[src/rtl/regfile_pkg.sv]
// Shared types and default sizes for the register-file access path.
package regfile_pkg;

  localparam int unsigned RF_WIDTH  = 64;
  localparam int unsigned RF_DEPTH  = 16;
  localparam int unsigned RF_SELECT = 4;

  typedef enum logic {
    IDLE   = 1'b0,
    ACCESS = 1'b1
  } state_e;

  typedef struct packed {
    logic                 we;
    logic [RF_SELECT-1:0] addr_a;
    logic [RF_SELECT-1:0] addr_b;
    logic [RF_WIDTH-1:0]  wdata;
  } op_t;

endpackage

[src/rtl/regfile_arbiter_rr_pick.sv]
// Combinational round-robin selector: first asserted request after 'last'.
module rr_pick #(
  parameter int unsigned NREQ = 4,
  parameter int unsigned IDW  = 2
) (
  input  logic [NREQ-1:0] req,
  input  logic [IDW-1:0]  last,
  output logic            any,
  output logic [NREQ-1:0] win,
  output logic [IDW-1:0]  win_idx
);

  logic [IDW-1:0] cand;
  logic           found;

  // Walk last+1 .. last+NREQ (wrapping on IDW bits); the first hit wins.
  always_comb begin
    any     = |req;
    win     = '0;
    win_idx = '0;
    found   = 1'b0;
    cand    = '0;
    for (int unsigned k = 1; k <= NREQ; k++) begin
      cand = last + IDW'(k);
      if (!found && req[cand]) begin
        found     = 1'b1;
        win[cand] = 1'b1;
        win_idx   = cand;
      end
    end
  end

endmodule

[src/rtl/regfile_arbiter.sv]
// Round-robin access controller sharing one register file among NREQ requesters.
module regfile_arbiter
  import regfile_pkg::*;
#(
  parameter int unsigned WIDTH  = RF_WIDTH,
  parameter int unsigned DEPTH  = RF_DEPTH,
  parameter int unsigned SELECT = RF_SELECT,
  parameter int unsigned NREQ   = 4,
  parameter int unsigned IDW    = 2
) (
  input  logic                   clock,
  input  logic                   reset,
  input  logic [NREQ-1:0]        req,
  input  logic [NREQ-1:0]        req_we,
  input  logic [NREQ*SELECT-1:0] req_addr_a,
  input  logic [NREQ*SELECT-1:0] req_addr_b,
  input  logic [NREQ*WIDTH-1:0]  req_wdata,
  output logic [NREQ-1:0]        gnt,
  output logic                   rsp_valid,
  output logic [IDW-1:0]         rsp_id,
  output logic                   rsp_we,
  output logic [WIDTH-1:0]       rsp_data_a,
  output logic [WIDTH-1:0]       rsp_data_b,
  output logic                   rf_cs,
  output logic                   rf_re,
  output logic                   rf_we,
  output logic [SELECT-1:0]      rf_read_reg1,
  output logic [SELECT-1:0]      rf_read_reg2,
  output logic [SELECT-1:0]      rf_write_register,
  output logic [WIDTH-1:0]       rf_write_data,
  input  logic [WIDTH-1:0]       rf_read_data1,
  input  logic [WIDTH-1:0]       rf_read_data2
);

  // Reject parameter sets where the address cannot reach every register
  // or the id field cannot name every requester.
  if (DEPTH > (1 << SELECT)) begin : g_select_too_narrow
    $error("regfile_arbiter: SELECT too narrow for DEPTH");
  end
  if (NREQ != (1 << IDW)) begin : g_idw_mismatch
    $error("regfile_arbiter: NREQ must equal 2**IDW");
  end

  state_e         state;
  logic [IDW-1:0] last;
  logic [IDW-1:0] cur_id;
  logic           cur_we;

  logic            pick_any;
  logic [NREQ-1:0] pick_win;
  logic [IDW-1:0]  pick_idx;

  logic              sel_we;
  logic [SELECT-1:0] sel_addr_a;
  logic [SELECT-1:0] sel_addr_b;
  logic [WIDTH-1:0]  sel_wdata;

  rr_pick #(
    .NREQ (NREQ),
    .IDW  (IDW)
  ) u_rr_pick (
    .req     (req),
    .last    (last),
    .any     (pick_any),
    .win     (pick_win),
    .win_idx (pick_idx)
  );

  // Op fields of the current round-robin candidate.
  assign sel_we     = req_we[pick_idx];
  assign sel_addr_a = req_addr_a[32'(pick_idx) * SELECT +: SELECT];
  assign sel_addr_b = req_addr_b[32'(pick_idx) * SELECT +: SELECT];
  assign sel_wdata  = req_wdata[32'(pick_idx) * WIDTH +: WIDTH];

  // IDLE picks a winner and launches its access; ACCESS returns the response.
  always_ff @(posedge clock or negedge reset) begin
    if (!reset) begin
      state             <= IDLE;
      last              <= IDW'(NREQ - 1);
      cur_id            <= '0;
      cur_we            <= 1'b0;
      gnt               <= '0;
      rsp_valid         <= 1'b0;
      rsp_id            <= '0;
      rsp_we            <= 1'b0;
      rsp_data_a        <= '0;
      rsp_data_b        <= '0;
      rf_cs             <= 1'b0;
      rf_re             <= 1'b0;
      rf_we             <= 1'b0;
      rf_read_reg1      <= '0;
      rf_read_reg2      <= '0;
      rf_write_register <= '0;
      rf_write_data     <= '0;
    end else begin
      gnt       <= '0;
      rsp_valid <= 1'b0;
      rf_cs     <= 1'b0;
      rf_re     <= 1'b0;
      rf_we     <= 1'b0;
      case (state)
        IDLE: begin
          if (pick_any) begin
            state  <= ACCESS;
            last   <= pick_idx;
            cur_id <= pick_idx;
            cur_we <= sel_we;
            gnt    <= pick_win;
            rf_cs  <= 1'b1;
            if (sel_we) begin
              rf_we             <= 1'b1;
              rf_write_register <= sel_addr_a;
              rf_write_data     <= sel_wdata;
            end else begin
              rf_re        <= 1'b1;
              rf_read_reg1 <= sel_addr_a;
              rf_read_reg2 <= sel_addr_b;
            end
          end
        end
        ACCESS: begin
          state     <= IDLE;
          rsp_valid <= 1'b1;
          rsp_id    <= cur_id;
          rsp_we    <= cur_we;
          if (cur_we) begin
            rsp_data_a <= '0;
            rsp_data_b <= '0;
          end else begin
            rsp_data_a <= rf_read_data1;
            rsp_data_b <= rf_read_data2;
          end
        end
        default: state <= IDLE;
      endcase
    end
  end

endmodule

[config.mk]
export PLATFORM = sky130hd
export DESIGN_NAME = regfile_arbiter
export DESIGN_NICKNAME = d
export VERILOG_FILES = /design/src/rtl/regfile_pkg.sv /design/src/rtl/regfile_arbiter_rr_pick.sv /design/src/rtl/regfile_arbiter.sv
export SDC_FILE = /design/constraint.sdc
export NUM_CORES = 1
export LEC_CHECK = 0
export CORE_AREA = 2 2 247 249
export CTS_BUF_LIST = sky130_fd_sc_hd__clkbuf_8
export DETAILED_ROUTE_END_ITERATION = 16
export DIE_AREA = 0 0 249 251
export PLACE_DENSITY_LB_ADDON = 0.3
export SLEW_MARGIN = 20
export SYNTH_ARGS = -nofsm -noshare
export SYNTH_HDL_FRONTEND = slang
export SYNTH_HIERARCHICAL = 1
export SYNTH_SLANG_ARGS = --single-unit
export TNS_END_PERCENT = 10
[constraint.sdc]
create_clock -name clock -period 6.1 [get_ports clock]
set_input_delay 0.915 -clock clock [delete_from_list [all_inputs] [get_ports clock]]
set_output_delay 0.915 -clock clock [all_outputs]
set_load 0.02 [all_outputs]
After elaboration in Yosys (flattened, before gate mapping)
Cells that the tools add are included.
{ "totals": {"latchBits": 0, "n_memories": 0, "ramBits": 0, "rom_bits": 0, "out_inout_bits": 215, "regBits": 221, "inputBits": 426} }
{ "op_classes": {"muxes": 43, "add_sub_neg": 3, "n_div": 0, "bitwise_logic": 5, "mul": 0, "n_reduce_logical": 14, "order_cmp": 9, "n_shift": 3, "eq_ne": 0} }
{ "ops": {"columns": ["op", "n"], "rows": [
  ["$shiftx 256x9->64", 1],
  ["$mux 64", 2],
  ["$shiftx 16x5->4", 2],
  ["$mux 4", 6],
  ["$mux 1", 21],
  ["$lt 2x3->1 const B", 5],
  ["$or 4x4->4", 3],
  ["$bmux 1 s2", 5],
  ["$demux 1 s2", 4],
  ["$ge 2x1->1 const B", 4],
  ["$mux 2", 4],
  ["$logic_and 1x1->1", 7],
  ["$reduce_and 3->1", 2],
  ["$add 2x2->2 const B", 2],
  ["$reduce_or 4->1", 1],
  ["$logic_not 1->1", 3],
  ["$add 2x1->2 const B", 1],
  ["$not 1->1", 2],
  ["$pmux 1 s2", 1],
  ["$reduce_and 2->1", 1]
]} }

Logic depth before layout (Yosys ltp)
Gate-level depths: netlist (run 1).
{ "depth": {"word_depth": 18, "mapped_depth": 13} }

By module
Netlist (run 1), hierarchy kept.
{ "modules_own_cells": {"columns": ["mod", "instances", "cells_per_inst", "seq_area_each_um2", "area_each_um2"], "rows": [
  ["regfile_arbiter", 1, 847, 5507.8, 10612.7],
  ["rr_pick", 1, 70, 0.0, 540.5]
]} }

Least setup slack after synthesis (run 1)
Ideal clock, no wire load.
{ "synth_timing": {"path_type": "reg-to-reg", "startpoint": "register last[0]", "endpoint": "register rf_write_data[57]", "arrival_ns": 3.292, "setup_ns": 0.125, "required_time_ns": 5.975, "slack_ns": 2.683, "synth_period_minus_slack_ns": 3.417, "path_stages_with_launch": 13, "cell_sequence": "dfstp_2 -> buf_6 -> inv_1 -> ha_1 -> clkbuf_1 -> nor2b_1 -> a22oi_1 -> o211ai_1 -> a21oi_1 -> buf_2 -> buf_4 -> mux4_2 -> mux2_4"} }
{ "synth_between": {"elab_chain_cells": 16} }
{ "synth_rtl": {"columns": ["item", "line", "text"], "rows": [
  ["start: declaration", "regfile_arbiter.sv:45", "logic [IDW-1:0] last;"],
  ["start signal: assignment", "regfile_arbiter.sv:79", "last <= IDW'(NREQ - 1);"],
  ["start signal: assignment", "regfile_arbiter.sv:105", "last <= pick_idx;"],
  ["$add 2x1->2", "regfile_arbiter_rr_pick.sv:24", "cand = last + IDW'(k);"],
  ["$bmux 1 s2", "regfile_arbiter_rr_pick.sv:25", "if (!found && req[cand]) begin"],
  ["$mux 1 (implied by the code)", "regfile_arbiter_rr_pick.sv:25", null],
  ["$mux 1", "regfile_arbiter_rr_pick.sv:25", null],
  ["$logic_not 1->1", "regfile_arbiter_rr_pick.sv:25", null],
  ["$logic_and 1x1->1", "regfile_arbiter_rr_pick.sv:25", null],
  ["$mux 1", "regfile_arbiter_rr_pick.sv:25", null],
  ["$logic_not 1->1", "regfile_arbiter_rr_pick.sv:25", null],
  ["$logic_and 1x1->1", "regfile_arbiter_rr_pick.sv:25", null],
  ["$mux 1", "regfile_arbiter_rr_pick.sv:25", null],
  ["$logic_not 1->1", "regfile_arbiter_rr_pick.sv:25", null],
  ["$logic_and 1x1->1", "regfile_arbiter_rr_pick.sv:25", null],
  ["$mux 2 (*)", "regfile_arbiter_rr_pick.sv:25", null],
  ["net pick_idx[0]", "regfile_arbiter.sv:51", "logic [IDW-1:0] pick_idx;"],
  ["parallel branches: the longest is 3 deep, another holds $shiftx 256x9->64", null, null],
  ["end signal: assignment", "regfile_arbiter.sv:113", "rf_write_data <= sel_wdata;"],
  ["end: declaration", "regfile_arbiter.sv:30", "output logic [WIDTH-1:0] rf_write_data,"]
]} }
Mark *: on every way through the listed nets, which the timed path passes. The select of a mux whose other input is x is not followed.
A chain may end at the register's enable or synchronous reset.

Final worst setup path (run 1)
{ "layout_timing": {"startpoint": "register last[0]", "endpoint": "register rf_write_data[54]"} }
Same word-level chain as after synthesis.

==> impl_metrics.ini, run 1 <==
[run_status]
outcome = finished clean

[layout]
multi_input_area_um2 = 4800
finalNetCount = 1978
seq_area_um2 = 5520
n_fill_cell = 6083
synthToLayoutAreaGrowth_pct = 72.5
layout-drive-gt1-share = 0.148

[logic_synthesis]
synthXorXnorAreaFrac = 0
yosys.area.top_type_share = 0.489
async_flop_share = 1.00
syn_area_per_cell_um2 = 12.2
synth_edf_count = 0
synthFlopType = dfrtp_1
synth_compound_area_frac = 0.0770
synthDistinctLibCells = 44
synth.area.top_cells = dfrtp_1, mux4_2, nand3b_1
synth_fa_ha_area_frac = 0.00897
synthMuxAreaShare = 0.235
yosys.area_share.simple = 0.108
syn_inst = 917
netlist_area_um2 = 11200
synth_seq_cells = 220
yosysWarnings = 6
synth_nets = 1351
synth_top_family_by_area = multiplexers
yosysTopAreaCell = dfrtp_1
synth_seq_area_share = 0.494

[detailed_routing]
met2_length_mm = 23.9
drtAntennaViolNets = 0
wl_met1_mm = 18.4
topRoutingLayerUsed = met5
wirelength_mm = 48.0
wire_per_inst_um = 20.3
route.detailed.drc = 0
vias = 9748
viasPerCell = 4.11
dr.pass1.iters = 4
dr_wl_met3_mm = 3.92
first_iter_violations = 412

[global_route]
antenna_found_initial = 10
overflow = 0
grt.total_usage = 0.149
grt_pass1_wl_mm = 69.1
grt_pass1_vias = 10400
grt_max_degree = 117

[timing]
slew_viol_final = 0
skew_ns = 0.0260
rsz0062_at_grt = no
period_needed_ns = 4.08
fmax_mhz = 245
setup_slack_ns = 2.02
post-route-period-util = 0.669
relSlewSlack = 0.357
fin_setup_tns_ns = 0
finalSetupViolCount = 0
final_hold_viol_count = 0
worst_pin_slew_ns = 0.964

[placement]
portBuffers = 640
place_congestion = 0.894
dpl.hpwl_mm = 36.8
pre_cts_slack_ns = 1.64

[clock_tree]
clk_path_buf_depth = 3
htree_levels = 2
cts_resized = 0
postCtsSetupBuffers = 0
ctsHoldBuffers = 0
numCtsBuffers = 47
root_buffer = clkbuf_8
cts_tree = built
clk_latency_ns = 0.59
clkTransAtPathRegs_ns = 0.06
numClockSinks = 220

[worst_setup_path]
critPathKind = register to register
rr_worst_depth = 10
worstPathCellList = inv_1, ha_1, nor2b_1, a22oi_1, o211ai_1, a21oi_4, or3b_1, o22ai_4, buf_12, mux2_2
cp.arrival_ns = 4.54
critPathRequiredTime_ns = 6.56
start_kind = register
end_kind = register
crit_slowest_cell = dfstp_2
max_stage_delay_ns = 0.77
path_max_fanout = 59
rrSetupSlack_ns = 2.02

[floorplan]
initial_core_util = 0.187
die_area_um2 = 62500
die_h_um = 251
core-area_um2 = 59800
rows = 90
io_pins = 641
die_x_um = 249

[power_and_ir_drop]
cellPowerDensity_nw_per_um2 = 470
ir_drop_mv = 0.192
p_leak_uw = 0.00755

[hold_path]
hp-class = input pin to asynchronous set/reset pin

[flow_run]
maxCapViolations = 0
## placed cells by master (no fill, tap or decap), types with 2 or more instances in the layout
cell,netlist,layout
a221o_1,4,4
and2_1,4,4
buf_12,0,2
buf_4,13,8
clkbuf_8,0,56
clkdlybuf4s50_1,0,639
clkinv_2,0,3
dfrtp_1,218,216
dfrtp_4,0,2
dfstp_2,2,2
diode_2,0,9
ha_1,8,8
inv_1,133,157
mux2_1,3,3
mux2_2,71,71
mux2_4,6,6
mux2i_1,3,3
mux4_2,74,74
nand2_1,21,21
nand2b_1,2,2
nand3b_1,128,128
nor2_1,4,3
nor2b_1,4,4
nor3b_1,3,3
o211ai_1,2,2
o21ai_0,131,131
o21ai_1,4,4
or3b_1,2,2
## final cells by class
| class | count | share of cell area |
|---|---|---|
| Timing Repair Buffer | 650 | 0.338 |
| Sequential cell | 220 | 0.287 |
| Multi-Input combinational cell | 492 | 0.250 |
| Tap cell | 782 | 0.0509 |
| Clock buffer | 56 | 0.0401 |
| Inverter | 133 | 0.0259 |
| Clock inverter | 29 | 0.00741 |
| Antenna cell | 9 | 0.00117 |
## worst paths after layout
check | from | endpoint
worst min register to register | rf_write_register[0] | rf_write_register[0]
worst max register to register | last[0] | rf_write_data[54]
min in group clock | rf_write_register[0] | rf_write_register[0]
max in group asynchronous | reset | rf_write_data[59]
worst min-delay path | reset | rsp_data_a[44]
worst max-delay path | last[0] | rf_write_data[54]
## layer usage
| layer | vias to the layer above | GRT usage |
|---|---|---|
| met3 | 96 | 0.0547 |
| met4 | 2 | 0.0706 |
| li1 | 4489 | - |
| met2 | 401 | 0.255 |
| met5 | - | 0.0108 |
| met1 | 4760 | 0.163 |
## through the flow
stage | cells | util | cell area, um2 | hold slack [ns] | total power, uW
floorplan | 917 | - | 11200 | 0.440 | 5410
CTS | 2362 | 0.321 | 19200 | 0.335 | 9250
detailed placement | 2277 | 0.306 | 18300 | 0.475 | 7570
finish | 2371 | 0.322 | 19200 | 0.322 | 9040
global route | 2371 | 0.322 | 19200 | 0.343 | 9640
global placement | 2277 | 0.306 | 18300 | 0.472 | 7510
## report_power, final
part | internal [uW] | switching [uW] | total, uW
combinational | 2590 | 2370 | 4960
clock | 867 | 706 | 1570
sequential | 2080 | 432 | 2510
total | 5540 | 3510 | 9040
## kinds of logic after synthesis
| kind of cell | after synthesis |
|---|---|
| flip-flops | 220 |
| buffers and inverters | 205 |
| AND/OR/NAND/NOR | 174 |
| multiplexers | 157 |
| AO/OA/AOI/OAI | 153 |
| adder cells (fa/ha/maj) | 8 |
## synthesized netlist by cell type (3+ instances only)
master,number
a221o_1,4
and2_1,4
buf_1,11
buf_2,15
buf_4,13
clkbuf_1,30
dfrtp_1,218
ha_1,8
inv_1,133
mux2_1,3
mux2_2,71
mux2_4,6
mux2i_1,3
mux4_2,74
nand2_1,21
nand3b_1,128
nor2_1,4
nor2b_1,4
nor3b_1,3
o21ai_0,131
o21ai_1,4
## sequential cells by signal, indices dropped and copies added, names as in the netlist
name,cells
rf_read_reg1,4
rsp_data_a,64
rsp_id,2
cur_we,1
cur_id,2
rf_we,1
rsp_valid,1
rf_cs,1
rf_re,1
rf_write_data,64
rsp_data_b,64
last,2
rf_write_register,4
rf_read_reg2,4
rsp_we,1
gnt,4
## critical path, delay by kind of cell, from the launching register on
kind                     cells  cell delay (ns)
flip-flops                   1             0.77
adder cells (fa/ha/maj)      1             0.50
AND/OR/NAND/NOR              2             0.69
AO/OA/AOI/OAI                4             0.93
buffers and inverters        2             0.57
multiplexers                 1             0.38
No activity file was read; power rests on OpenSTA's default activity.
==> run 2: changes to the inputs <==
- clock period: 6.1 -> 3.55 ns (I/O delays scaled with it)
==> run 2 against run 1 <==
Net effect: register-to-register slack lost 1.8 ns; final cell count grew 0.38%; critical endpoint is now rf_write_data[44]; count of clock-buffer cells in the layout up 4; worst hold slack improved by 0.18 ns; highest routed layer is now met4.
==> impl_metrics.ini, run 2 (synthesized netlist as in run 1, its figures left out) <==
[timing]
final_hold_viol_count = 0
rsz0062_at_grt = no
fin_setup_tns_ns = 0
fmax_mhz = 297
slew_viol_final = 0
worst_pin_slew_ns = 0.884
period_needed_ns = 3.37
relSlewSlack = 0.411
finalSetupViolCount = 0
post-route-period-util = 0.948
skew_ns = 0.0199

[clock_tree]
htree_levels = 2
root_buffer = clkbuf_8
numCtsBuffers = 46
clkTransAtPathRegs_ns = 0.06
cts_resized = 0
clk_path_buf_depth = 3
clk_latency_ns = 0.60
numClockSinks = 220
cts_tree = built

[layout]
layout_commonest_cell = clkdlybuf4s50_1
synthToLayoutAreaGrowth_pct = 75.2
finalNetCount = 1993
final_cell_area_um2 = 19500
final_cell_mix = clkdlybuf4s50_1, dfrtp_1, inv_1
top_regs = rf_write_data x64, rsp_data_a x64, rsp_data_b x64
layout-drive-gt1-share = 0.162

[detailed_routing]
wire_per_inst_um = 20.0
vias = 9768
wirelength_mm = 47.6
first_iter_violations = 378
viasPerCell = 4.10
drtAntennaViolNets = 0
dr.pass1.iters = 6
route.detailed.drc = 0

[power_and_ir_drop]
seqPwrFrac = 0.269
cellPowerDensity_nw_per_um2 = 822
p_sw_uw = 6110
p_sw_frac = 0.380
ir_drop_mv = 0.345
combPwrFrac = 0.546
clkPwrFrac = 0.185
p_int_uw = 9960
p_leak_uw = 0.00766

[floorplan]
io_pins = 641
initial_core_util = 0.187
die_h_um = 251
die_area_um2 = 62500
rows = 90
core-area_um2 = 59800
die_x_um = 249

[hold_path]
worstHoldEndpoint = rsp_id[1]
hold_start = rsp_id[1]
min_path_cells = 1
hp-class = register to register

[worst_setup_path]
cp.arrival_ns = 3.85
worstPathCellList = inv_1, ha_1, nor2b_1, a22oi_1, o211ai_1, a21oi_4, or3b_1, o22ai_4, buf_12, mux2_2
max_stage_delay_ns = 0.65
critPathRequiredTime_ns = 4.03
start_kind = register
crit_slowest_cell = dfstp_2
end_kind = register
rr_worst_depth = 10
critPathBufInv = 2
critPathKind = register to register
rrSetupSlack_ns = 0.18
r2r_end = rf_write_data[44]
path_max_fanout = 37
worstReg2RegStart = last[1]
crit_family = compound AO/OA/AOI/OAI gates

[placement]
place_congestion = 0.875
portBuffers = 640
placed_area_um2 = 18500
dpl.hpwl_mm = 36.8

[global_route]
overflow = 0
grt_pass1_wl_mm = 69.7
antenna_found_initial = 4
grt_max_degree = 101
grt.total_usage = 0.149
grt_pass1_vias = 10600

[flow_run]
maxCapViolations = 0

[run_status]
outcome = finished clean
[run 2: cell count changes in the layout (fill, tap and decap cells not counted), sizes merged]
cell	before	now
bufinv	1	3
clkinvlp	1	3
diode	9	4
buf	11	26
inv	157	147
clkbuf	56	60
dlygate4sd3	0	1
[run 2: per-stage QoR]
stage          cells  total power (uW)   util  worst slack (ns)  hold slack, ns
2_1_floorplan    917              9290      -             0.133           0.237
3_3_place_gp    2291             13200  0.309             0.228           0.489
3_5_place_dp    2292             13300  0.310             0.190           0.487
4_1_cts         2376             16400  0.327             0.190           0.421
5_1_grt         2380             17100  0.327            0.0523           0.447
6_report        2380             16100  0.327             0.184           0.504
[run 2: final cells by class]
cell class | instances | area, um2
well taps | 782 | 978
clock inverters | 23 | 185
diodes | 4 | 10.0
fillers | 6016 | 40300
inverters | 133 | 499
repair buffers | 666 | 6730
multi-input cells | 492 | 4800
flip-flops and latches | 220 | 5520
clock buffers | 60 | 826
[run 2: worst max-delay path by stage]
stage,from,cells after the start,end
6_report,last[1],10,rf_write_data[44]
2_1_floorplan,last[0],12,rf_write_data[57]
5_1_grt,last[1],11,rf_read_reg1[2]
3_5_place_dp,req[1],10,rf_read_reg1[2]
4_1_cts,last[1],10,rf_write_data[33]
3_3_place_gp,req[1],8,rf_write_register[2]
[run 2: power groups by stage]
stage | Sequential (uW) | Clock (uW) | Combinational, uW
floorplan | 5370 | 0 | 3930
global placement | 4450 | 0 | 8710
detailed placement | 4370 | 0 | 8890
CTS | 4350 | 3130 | 8910
global route | 4480 | 3240 | 9390
finish | 4330 | 2970 | 8770
[run 2: worst register-to-register path: stages (launching register included)]
cell,delay (ns)
dfstp_2,0.65
inv_1,0.09
ha_1,0.39
nor2b_1,0.23
a22oi_1,0.12
o211ai_1,0.31
a21oi_4,0.16
or3b_1,0.44
o22ai_4,0.19
buf_12,0.28
mux2_2,0.40
[run 2: repair_timing]
action,CTS,global route
buffers inserted,0,0
hold buffers,1,0
endpoints found under the hold margin,71,0
[run 2: metal layers]
layer / global-route usage / share of wire / wire length, um / up-vias
met5: 0 / 0 / 0 / -
met4: 0.0549 / 0.030 / 1430 / 0
met3: 0.0526 / 0.082 / 3890 / 71
met2: 0.262 / 0.51 / 24100 / 401
met1: 0.165 / 0.38 / 18200 / 4781
li1: - / - / - / 4515
==> edit 1, RTL diff (settings of run 1) <==
The package constant `RF_WIDTH` goes from 64 to 68.
--- a/src/rtl/regfile_pkg.sv
+++ b/src/rtl/regfile_pkg.sv
@@ -2,5 +2,5 @@
 package regfile_pkg;
 
-  localparam int unsigned RF_WIDTH  = 64;
+  localparam int unsigned RF_WIDTH  = 68;
   localparam int unsigned RF_DEPTH  = 16;
   localparam int unsigned RF_SELECT = 4;
Interface: changed (6 resized); port bits go from 641 to 677. No check against the original RTL was run, so the function may have changed too.
==> edit 1 against run 1 <==
Setup slack worse by 100 ps; synthesized area is 8.8% higher; wire length hardly changed; synthesized cell count is 5.5% higher; largest power group unchanged; die area stayed put; highest routed layer unchanged; fmax is 2.4% lower; total power is 10% higher; sequential cell count is 12 higher; combinational power is 13% higher; final area is 6.8% higher.
==> edit 1: results (changes against run 1) <==
| Metric | Value |
|---|---|
| Max incr delay on CP | 740 ps (-30 ps) |
| Initial detailed-routing violation count | 444 (+7.8%) |
| Non-Clock Inverter Count | 141 (+6.0%) |
| Top cells by area, synth | dfrtp_1, mux4_2, mux2_4, nand3b_1, inv_1 |
| CLK BUF | 62 (+11%) |
| Worst Max-Slew Pin Slew | 924.7 ps (-39.35 ps) |
| Initial antenna violation count | 5 (-5) |
| Comb power frac | 0.564 (+0.016) |
| Seq. cell area | 5816 µm² (+5.4%) |
| WP data arrival | 4640 ps (+100 ps) |
| Multi-In Gates | 516 (+4.9%) |
| Critical-path maximum fanout | 19 (-68%) |
| Filler cell count | 5918 (-2.7%) |
| Drt wl/cell | 19.66 µm (-3.0%) |
| # nets final | 2084 (+5.4%) |
| Largest net degree at the start of global routing | 199 (+70%) |
| Number of global-route vias before repair | 10730 (+2.8%) |
| Total GRT Usage | 0.1499 (+0.0007967) |
| First-pass GRT wire length | 70.39 mm (+1.9%) |
| R2r setup slk | 1920 ps (-100 ps) |
| Total number of vias | 10150 (+4.2%) |
| Switching Fraction | 0.3808 (-0.006942) |
| Post-synth top cells | dfrtp_1, inv_1, nand3b_1 |
| Biggest regs | rf_write_data: 68 flops, rsp_data_a: 68 flops, rsp_data_b: 68 flops |
| Worst IR Drop VDD | 0.2970 mV (+55%) |
| CTS Sinks | 232 (+5.5%) |
| Detail Placement HPWL | 37.49 mm (+1.7%) |
| Fraction of area in multi-input gates | 0.2593 (+0.009838) |
| Ant diodes | 2 (-7) |
| Clock Skew | 19.32 ps (-6.712 ps) |
| Status | completed |
| PortBufs | 676 (+5.6%) |
| Hold_ws | 257.1 ps (-64.66 ps) |
| Non-clk bufs | 689 (+6.0%) |
| Post-synthesis cell type count | 48 (+9.1%) |
| Leak | 8.225 nW (+9.0%) |
| Total CTS buffers | 46 (-2.1%) |
| Syn nets | 1425 (+5.5%) |
| Power share of the clock group | 0.167 (-0.007) |
| RR Endpoint | rf_write_register[3]$_DFFE_PN0P_ |
| GP Congestion | 0.8237 (-7.9%) |
| Drt pass-1 iters | 5 (+1) |
-- edit 1: changes by cell type after synthesis, moves of 4 or more --
cell      delta
buf_4       -11
clkbuf_1    +13
o21ai_1     +72
dfrtp_1     +12
mux4_2       +4
inv_1        +6
mux2_4      +71
buf_1       -10
mux2_2      -68
buf_12       +7
nand3b_1     +8
buf_6        +4
o21ai_0     -64
-- edit 1: stage by stage --
stage	power, mW	cell area, µm²	cells	worst slack [ps]	utilization
finish	9.958	20540	2444	1919	0.3435
floorplan	6.136	12130	967	2744	-
CTS	10.17	20540	2442	1888	0.3435
detailed placement	8.432	19570	2360	1450	0.3273
global placement	8.350	19570	2360	1495	0.3273
global route	10.56	20540	2443	1676	0.3435
-- edit 1: cells by family after synthesis --
logic type	after synthesis	share of synthesized area
mux	165	0.2497
flops	232	0.4788
simple gates	182	0.1049
fa+ha+maj	8	0.008251
buf+inv	219	0.08426
compound gates	161	0.07415
-- edit 1: layer usage --
layer,up-vias,track usage,routed length (µm)
li1,4720,-,-
met1,4911,0.1610,17380
met2,442,0.2687,24690
met3,77,0.05187,4066
met4,4,0.06061,1880
met5,-,0,26
-- edit 1: worst max path at each step --
stage | start | cells after the start | to
6_report | last[0]$_DFFE_PN1P_ | 10 | rf_write_register[3]$_DFFE_PN0P_
5_1_grt | last[0]$_DFFE_PN1P_ | 10 | rf_write_register[3]$_DFFE_PN0P_
4_1_cts | last[0]$_DFFE_PN1P_ | 10 | rf_write_register[3]$_DFFE_PN0P_
3_5_place_dp | req[2] | 9 | rf_write_register[3]$_DFFE_PN0P_
3_3_place_gp | req[2] | 9 | rf_write_register[3]$_DFFE_PN0P_
2_1_floorplan | last[0]$_DFFE_PN1P_ | 13 | rf_write_data[47]$_DFFE_PN0P_
==> edit 2, RTL diff (settings of run 1) <==
Made on the original files. Make the reset (`reset`) synchronous in one clocked block.
--- a/src/rtl/regfile_arbiter.sv
+++ b/src/rtl/regfile_arbiter.sv
@@ -74,5 +74,5 @@
 
   // IDLE picks a winner and launches its access; ACCESS returns the response.
-  always_ff @(posedge clock or negedge reset) begin
+  always_ff @(posedge clock) begin
     if (!reset) begin
       state             <= IDLE;
Check against the original RTL: differs if reset is asserted again (counterexample within 4 cycles, from zero or initial values and one cycle with reset low); with reset held inactive, the same outputs for 4 cycles.
==> edit 2 against run 1 <==
Synthesized cell count decreased by 10%; setup slack got worse by 350 ps; synthesized area decreased by 14%; final area decreased by 8.5%; die area unchanged; sequential cell count unchanged; wire length decreased by 9.9%; clock skew increased by 6.0 ps.
Power is not compared: it rests on default switching activity, and its combinational part moved more than twofold at a synthesized area within 25%.
==> edit 2: results (changes against run 1) <==
| Metric | Value |
|---|---|
| Cells after DPL | 2176 (-4.4%) |
| Post_cts resized | 0 (unchanged) |
| Synth Area in XOR/XNOR | 0 (unchanged) |
| Largest family of logic cells by synthesized area | compound AO/OA/AOI/OAI gates |
| Dpl cell area | 16660 µm² (-9.0%) |
| Critical path's top delay family | compound AO/OA/AOI/OAI gates |
| Slowest CP cell | dfxtp_1 |
| Total GRT Usage | 0.1322 (-0.01686) |
| Vias per cell | 4.065 (-1.1%) |
| Clock Latency Late Sink | 590 ps (about the same) |
| Clock Skew | 32.00 ps (+5.968 ps) |
| Worst reg-to-reg path cell count | 12 (+2) |
| Capture point of the critical path | rf_write_data[8]$_SDFFE_PN0P_ |
| Detail Placement HPWL | 33.56 mm (-8.9%) |
| Synth async-reset ratio | 0 (-1.000) |
| Total CTS buffers | 44 (-6.4%) |
| Status | completed |
| Power share of the clock group | 0.314 |
| Slew headroom | 0.3935 (+0.03628) |
| Filler cell count | 6168 (+1.4%) |
| HP Class | register to register |
| Number of global-route vias before repair | 9731 (-6.8%) |
| Clk root buf | clkbuf_8 |
| Drt pass-1 iters | 4 (unchanged) |
| R2r setup slk | 1670 ps (-350 ps) |
| Switching Fraction | 0.3187 |
| Final Setup Violations | 0 (unchanged) |
| Post-synthesis cell type count | 47 (+6.8%) |
| Compound-Gate Fraction of Synth Area | 0.1970 (+0.1201) |
| Drt wl/cell | 19.15 µm (-5.5%) |
| Top cells by area, synth | dfxtp_1, mux4_2, a22o_1, nand2_1, a21boi_0 |
| Sequential-to-total area share from yosys stat | 0.4612 (-0.03267) |
| Max incr delay on CP | 750 ps (-20 ps) |
| Syn Area/Cell | 11.63 µm² (-4.4%) |
| Initial detailed-routing violation count | 271 (-34%) |
| Crit path from | last[0]$_SDFFE_PN1P_ |
| Initial antenna violation count | 10 (unchanged) |
| Post-Layout Cell Count | 2260 (-4.7%) |
| # nets final | 1874 (-5.3%) |
| CTS max path bufs | 3 (unchanged) |
| Post-Synth Adder-Cell Area | 0.01048 (+0.001506) |
| Post-synth top cells | dfxtp_1, nand2_1, a22o_1 |
| Critical-path maximum fanout | 57 (-3.4%) |
| Post-synthesis mux area share | 0.1925 (-0.04246) |
| Largest net degree at the start of global routing | 129 (+10%) |
| First-pass GRT wire length | 62.26 mm (-9.8%) |
| Syn nets | 1255 (-7.1%) |
| Final Power | ~5 mW |
| GP Congestion | 0.7815 (-13%) |
| Fraction of layout cells with a size suffix above 1 | 0.1141 (-0.03397) |
-- edit 2: final cells by class --
type / instances / area, µm² / area share
antenna: 6 / 15.01 / 0.0008529
clock buffer: 61 / 839.6 / 0.04769
clock inverter: 17 / 85.08 / 0.004833
inverter: 3 / 11.26 / 0.0006397
multi-input combinational: 521 / 4745 / 0.2695
sequential: 220 / 4404 / 0.2502
tap: 782 / 978.4 / 0.05558
timing repair buffer: 650 / 6526 / 0.3707
-- edit 2: stage by stage --
stage,hold slack [ps],util,setup slack [ps]
after floorplan,443.1,-,2933
after global placement,438.4,0.2787,1650
after detailed placement,443.2,0.2787,1504
after CTS,451.0,0.2942,1549
after global routing,472.5,0.2943,1252
final,447.9,0.2944,1673
-- edit 2: metal layers --
layer	wire, µm	track usage	part of all wire
met1	15040	0.1289	0.35
met2	21440	0.2342	0.50
met3	5229	0.07144	0.12
met4	1512	0.05160	0.035
met5	50	0	0.0012
